### src/rtl/serial_comparator_ctrl_if.sv
// rtl/serial_comparator_ctrl_if.sv - request/result bundle for the serial magnitude comparator
interface serial_comparator_ctrl_if #(
    parameter int WIDTH = 8
);
    localparam int CNT_W = $clog2(WIDTH + 1);

    logic             start;
    logic [WIDTH-1:0] a;
    logic [WIDTH-1:0] b;
    logic             busy;
    logic             done;
    logic             eq;
    logic             gt;
    logic             lt;
    logic [CNT_W-1:0] bit_cnt;

    modport master (
        output start, a, b,
        input  busy, done, eq, gt, lt, bit_cnt
    );

    modport slave (
        input  start, a, b,
        output busy, done, eq, gt, lt, bit_cnt
    );
endinterface

### src/rtl/serial_comparator_ctrl.sv
// rtl/serial_comparator_ctrl.sv - MSB-first bit-serial unsigned comparator with early exit
module comparator1bit (
    input  logic a,
    input  logic b,
    output logic eq,
    output logic gt,
    output logic lt
);
    assign eq = ~(a ^ b);
    assign gt = a & ~b;
    assign lt = ~a & b;
endmodule

module serial_comparator_ctrl #(
    parameter int WIDTH = 8
) (
    input  logic                     clk,
    input  logic                     rst_n,
    serial_comparator_ctrl_if.slave  bus
);
    localparam int CNT_W = $clog2(WIDTH + 1);
    localparam int IDX_W = (WIDTH > 1) ? $clog2(WIDTH) : 1;
    localparam logic [IDX_W-1:0] IDX_TOP = IDX_W'(WIDTH - 1);

    typedef enum logic {
        S_IDLE = 1'b0,
        S_RUN  = 1'b1
    } state_t;

    state_t           r_state;
    logic [WIDTH-1:0] r_a;
    logic [WIDTH-1:0] r_b;
    logic [IDX_W-1:0] r_idx;
    logic [CNT_W-1:0] r_bit_cnt;
    logic             r_busy;
    logic             r_done;
    logic             r_eq;
    logic             r_gt;
    logic             r_lt;

    logic             w_bit_a;
    logic             w_bit_b;
    logic             w_eq;
    logic             w_gt;
    logic             w_lt;

    // Only the shadow copies feed the comparator, so a/b may change freely during RUN.
    assign w_bit_a = r_a[r_idx];
    assign w_bit_b = r_b[r_idx];

    comparator1bit u_cmp (
        .a  (w_bit_a),
        .b  (w_bit_b),
        .eq (w_eq),
        .gt (w_gt),
        .lt (w_lt)
    );

    always_ff @(posedge clk) begin
        if (!rst_n) begin
            r_state   <= S_IDLE;
            r_a       <= '0;
            r_b       <= '0;
            r_idx     <= IDX_TOP;
            r_bit_cnt <= '0;
            r_busy    <= 1'b0;
            r_done    <= 1'b0;
            r_eq      <= 1'b0;
            r_gt      <= 1'b0;
            r_lt      <= 1'b0;
        end else begin
            r_done <= 1'b0;
            case (r_state)
                S_IDLE: begin
                    if (bus.start) begin
                        r_a       <= bus.a;
                        r_b       <= bus.b;
                        r_idx     <= IDX_TOP;
                        r_bit_cnt <= '0;
                        r_busy    <= 1'b1;
                        r_eq      <= 1'b0;
                        r_gt      <= 1'b0;
                        r_lt      <= 1'b0;
                        r_state   <= S_RUN;
                    end
                end
                S_RUN: begin
                    r_bit_cnt <= r_bit_cnt + CNT_W'(1);
                    // The first differing bit from the top decides the magnitude outright.
                    if (!w_eq) begin
                        r_gt    <= w_gt;
                        r_lt    <= w_lt;
                        r_eq    <= 1'b0;
                        r_done  <= 1'b1;
                        r_busy  <= 1'b0;
                        r_state <= S_IDLE;
                    end else if (r_idx == '0) begin
                        r_eq    <= 1'b1;
                        r_gt    <= 1'b0;
                        r_lt    <= 1'b0;
                        r_done  <= 1'b1;
                        r_busy  <= 1'b0;
                        r_state <= S_IDLE;
                    end else begin
                        r_idx <= r_idx - IDX_W'(1);
                    end
                end
                default: begin
                    r_state <= S_IDLE;
                    r_busy  <= 1'b0;
                end
            endcase
        end
    end

    assign bus.busy    = r_busy;
    assign bus.done    = r_done;
    assign bus.eq      = r_eq;
    assign bus.gt      = r_gt;
    assign bus.lt      = r_lt;
    assign bus.bit_cnt = r_bit_cnt;
endmodule

### src/flat_wrapper.sv
// flat-port wrapper written by rule: the top's interface ports become plain ports
module serial_comparator_ctrl_flat 
#(
    parameter int WIDTH = 8
)
  (clk, rst_n, bus_start, bus_a, bus_b, bus_busy, bus_done, bus_eq, bus_gt, bus_lt, bus_bit_cnt);
  serial_comparator_ctrl_if #(.WIDTH(WIDTH)) bus_i ();
  input  logic clk;
  input  logic rst_n;
  input wire logic [$bits(bus_i.start)-1:0] bus_start;
  input wire logic [$bits(bus_i.a)-1:0] bus_a;
  input wire logic [$bits(bus_i.b)-1:0] bus_b;
  output wire logic [$bits(bus_i.busy)-1:0] bus_busy;
  output wire logic [$bits(bus_i.done)-1:0] bus_done;
  output wire logic [$bits(bus_i.eq)-1:0] bus_eq;
  output wire logic [$bits(bus_i.gt)-1:0] bus_gt;
  output wire logic [$bits(bus_i.lt)-1:0] bus_lt;
  output wire logic [$bits(bus_i.bit_cnt)-1:0] bus_bit_cnt;
  assign bus_i.start = bus_start;
  assign bus_i.a = bus_a;
  assign bus_i.b = bus_b;
  assign bus_busy = bus_i.busy;
  assign bus_done = bus_i.done;
  assign bus_eq = bus_i.eq;
  assign bus_gt = bus_i.gt;
  assign bus_lt = bus_i.lt;
  assign bus_bit_cnt = bus_i.bit_cnt;
  serial_comparator_ctrl #(.WIDTH(WIDTH)) u_core (.clk(clk), .rst_n(rst_n), .bus(bus_i));
endmodule
### config.mk
export PLATFORM = sky130hd
export DESIGN_NAME = serial_comparator_ctrl_flat
export DESIGN_NICKNAME = d
export VERILOG_FILES = /design/src/rtl/serial_comparator_ctrl_if.sv /design/src/rtl/serial_comparator_ctrl.sv /design/src/flat_wrapper.sv
export SDC_FILE = /design/constraint.sdc
export NUM_CORES = 1
export LEC_CHECK = 0
export BUFFER_PORTS_ARGS = -buffer_cell sky130_fd_sc_hd__buf_4
export CAP_MARGIN = 30
export CORE_UTILIZATION = 50
export CTS_CLUSTER_SIZE = 25
export DETAILED_ROUTE_END_ITERATION = 8
export PLACE_DENSITY = 0.74
export SYNTH_ARGS = -nofsm -noshare
export SYNTH_HDL_FRONTEND = slang
export SYNTH_HIERARCHICAL = 1
export SYNTH_SLANG_ARGS = --single-unit
### constraint.sdc
create_clock -name clk -period 2.65 [get_ports clk]
set_clock_uncertainty 0.2 [all_clocks]
set_input_delay 0.1325 -clock clk [delete_from_list [all_inputs] [get_ports clk]]
set_output_delay 0.1325 -clock clk [all_outputs]
set_load 0.05 [all_outputs]
==> results.yml <==
route:
  antenna_left: 0
  drtIter0Drc: 42
  wirelength_um: 3219
  drc_errors: 0
  vias: 1254
  first_pass_iters: 5
  via_per_inst: 5.382
  wl_per_cell_um: 13.82
synthesis:
  synth_nets: 175
  yosysUniqueCellTypes: 31
  synth-seq-cells: 29
  synthCells: 151
  synth-main-ff-cell: "dfxtp_1"
  syn_area_per_cell_um2: 9.247
  yosysWarningCount: 6
  ys_seq_area_share_pct: 41.58
  synth-edff-count: 0
  synthArstFlopShare_pct: 0
  syn_area_mm2: 0.001396
clock_network:
  root_buffer: "clkbuf_4"
  htree_levels: 2
  cts_tree: "yes"
  clk_transition_reported_paths_ns: 0.10
  clkLatencyLatePin_ns: 0.32
  cts_sinks: 29
  clockBufferDepth: 2
  cts_made_buffers: 5
  post_cts_buffers: 0
sta:
  slew_headroom_pct: 59.73
  worstMarginPinSlew_ns: 0.6041
  setup_violations: 0
  min_period_ns: 2.585
  hold_viol_final: 0
  drv_slew: 0
  fmax_mhz: 386.9
  period_share_pct: 97.53
  setup_tns_ns: 0
final_layout:
  fill_cells: 204
  nets: 226
  multi_input_area_um2: 724.4
  layout_common_cells: "nand2_1, buf_4, dfxtp_1"
  num_antenna_cells: 0
  syn2layout_area_growth_pct: 34.68
  drive_gt1_share_pct: 20.20
  register_area_um2: 581.8
  stdcell_area_mm2: 0.001881
  instances_no_fill: 233
  final_common_cell: "nand2_1"
global_route:
  grt-ovfl-total: 0
  grt_max_degree: 32
  track_usage_pct: 23.58
  grt_pass1_vias: 1088
  grt_pass1_wl_um: 4816
  antenna_found_initial: 0
worst_setup_path:
  crit_type: "reg2reg"
  cp.required_ns: 2.66
  path_max_fanout: 5
  arrival_ns: 2.60
  end_kind: "flip-flop"
  start_kind: "flip-flop"
die:
  ios: 28
  core_mm2: 0.002567
  dieArea_mm2: 0.003008
  die_w_um: 54.85
  rows: 18
  start_util_pct: 54.39
  die_y_um: 54.85
power:
  p_per_area_mw_per_mm2: 488.6
  vdd_drop_max_mv: 0.4137
  leakage_nw: 0.8372
placed_design:
  gp_congestion: 0.7523
  postPlaceCellArea_mm2: 0.001568
  hpwl_um: 1937
  io_buffers: 27
  dpl.cell_count: 199
status:
  status: "completed"
worst_hold_path:
  min_path_type: "reg2reg"
run:
  maxCapViolCount: 0
[cells by family (layout without fill, tap and decap cells)]
kind of cell / Yosys count / after routing / share of synthesized area, %
simple gates: 63 / 63 / 20.43
compound gates: 34 / 34 / 17.65
buf+inv: 14 / 66 / 6.540
flops: 29 / 29 / 41.58
mux: 6 / 6 / 9.319
fa+ha+maj: 5 / 5 / 4.480
[critical path, cell delays in order (launching register included)]
cell     delay, ns
dfxtp_2       0.40
mux4_1        0.59
nand2_1       0.09
nand2_1       0.07
inv_1         0.07
ha_1          0.27
and2_2        0.26
a21oi_4       0.20
mux2_4        0.32
[state kept, by name, indices dropped and copies added (netlist names)]
signal / flops
u_core/r_state: 1
u_core/bus.busy: 1
u_core/r_idx: 3
u_core/bus.gt: 1
u_core/bus.done: 1
u_core/bus.bit_cnt: 4
u_core/bus.eq: 1
u_core/bus.lt: 1
u_core/r_a: 8
u_core/r_b: 8
[area by class of cell]
cell class	instances	area share (%)
repair buffers	54	25.02
flip-flops and latches	29	30.94
inverters	4	0.7984
well taps	30	1.996
clock inverters	2	0.5323
clock buffers	6	2.196
multi-input cells	108	38.52
[metal layers]
| metal | up-vias | routed length, µm | track usage [%] |
|---|---|---|---|
| met5 | - | 0 | 0 |
| met4 | 0 | 29 | 10.68 |
| met3 | 4 | 170 | 5.833 |
| met2 | 47 | 1654 | 37.35 |
| met1 | 586 | 1365 | 29.86 |
| li1 | 617 | - | - |
[stage by stage]
stage          setup WS (ns)  total power, mW  utilization (%)  hold WS, ns
3_5_place_dp         0.04565           0.6363            61.06       0.1911
5_1_grt             -0.01562           0.9653            73.25       0.2896
4_1_cts              0.03043           0.9178            73.20       0.2630
3_3_place_gp          0.1477           0.6318            61.06       0.1780
6_report             0.06549           0.9188            73.25       0.2629
2_1_floorplan         0.2340           0.5958                -      0.06732
[report_power, final]
part | total [mW] | internal, mW | leakage, nW | switching (mW)
Clock | 0.255 | 0.101 | 0.0320 | 0.154
Sequential | 0.482 | 0.460 | 0.237 | 0.0216
Combinational | 0.182 | 0.0915 | 0.568 | 0.0908
Total | 0.919 | 0.653 | 0.837 | 0.266
[synth_stat cells (3+ instances only)]
master / number / area, µm²
o21ai_0: 5 / 25.02
buf_6: 4 / 45.04
mux4_1: 4 / 105.1
nor2b_1: 6 / 37.54
dfxtp_1: 29 / 580.6
clkbuf_1: 3 / 11.26
a21boi_0: 8 / 60.06
ha_1: 5 / 62.56
a21oi_1: 3 / 15.01
a21boi_1: 10 / 75.07
nand2_1: 44 / 165.2
inv_1: 4 / 15.01
[worst paths after layout]
| kind | startpoint | to | slack (ns) | cells after the start |
|---|---|---|---|---|
| worst max-delay path | u_core/r_idx[1] | u_core/r_idx[1] | 0.07 | 8 |
| worst min-delay path | u_core/r_b[0] | u_core/r_b[0] | 0.26 | 2 |
| worst max register to register | u_core/r_idx[1] | u_core/r_idx[1] | 0.07 | 8 |
| worst min register to register | u_core/r_b[0] | u_core/r_b[0] | 0.26 | 2 |
[timing repair]
| action | CTS | global route |
|---|---|---|
| setup endpoints to repair | 0 | 1 |
| endpoints found under the hold margin | 19 | 0 |
| hold buffers | 26 | 0 |
| resized for setup | 0 | 1 |
Note: power is estimated with default switching activity, not from simulation.
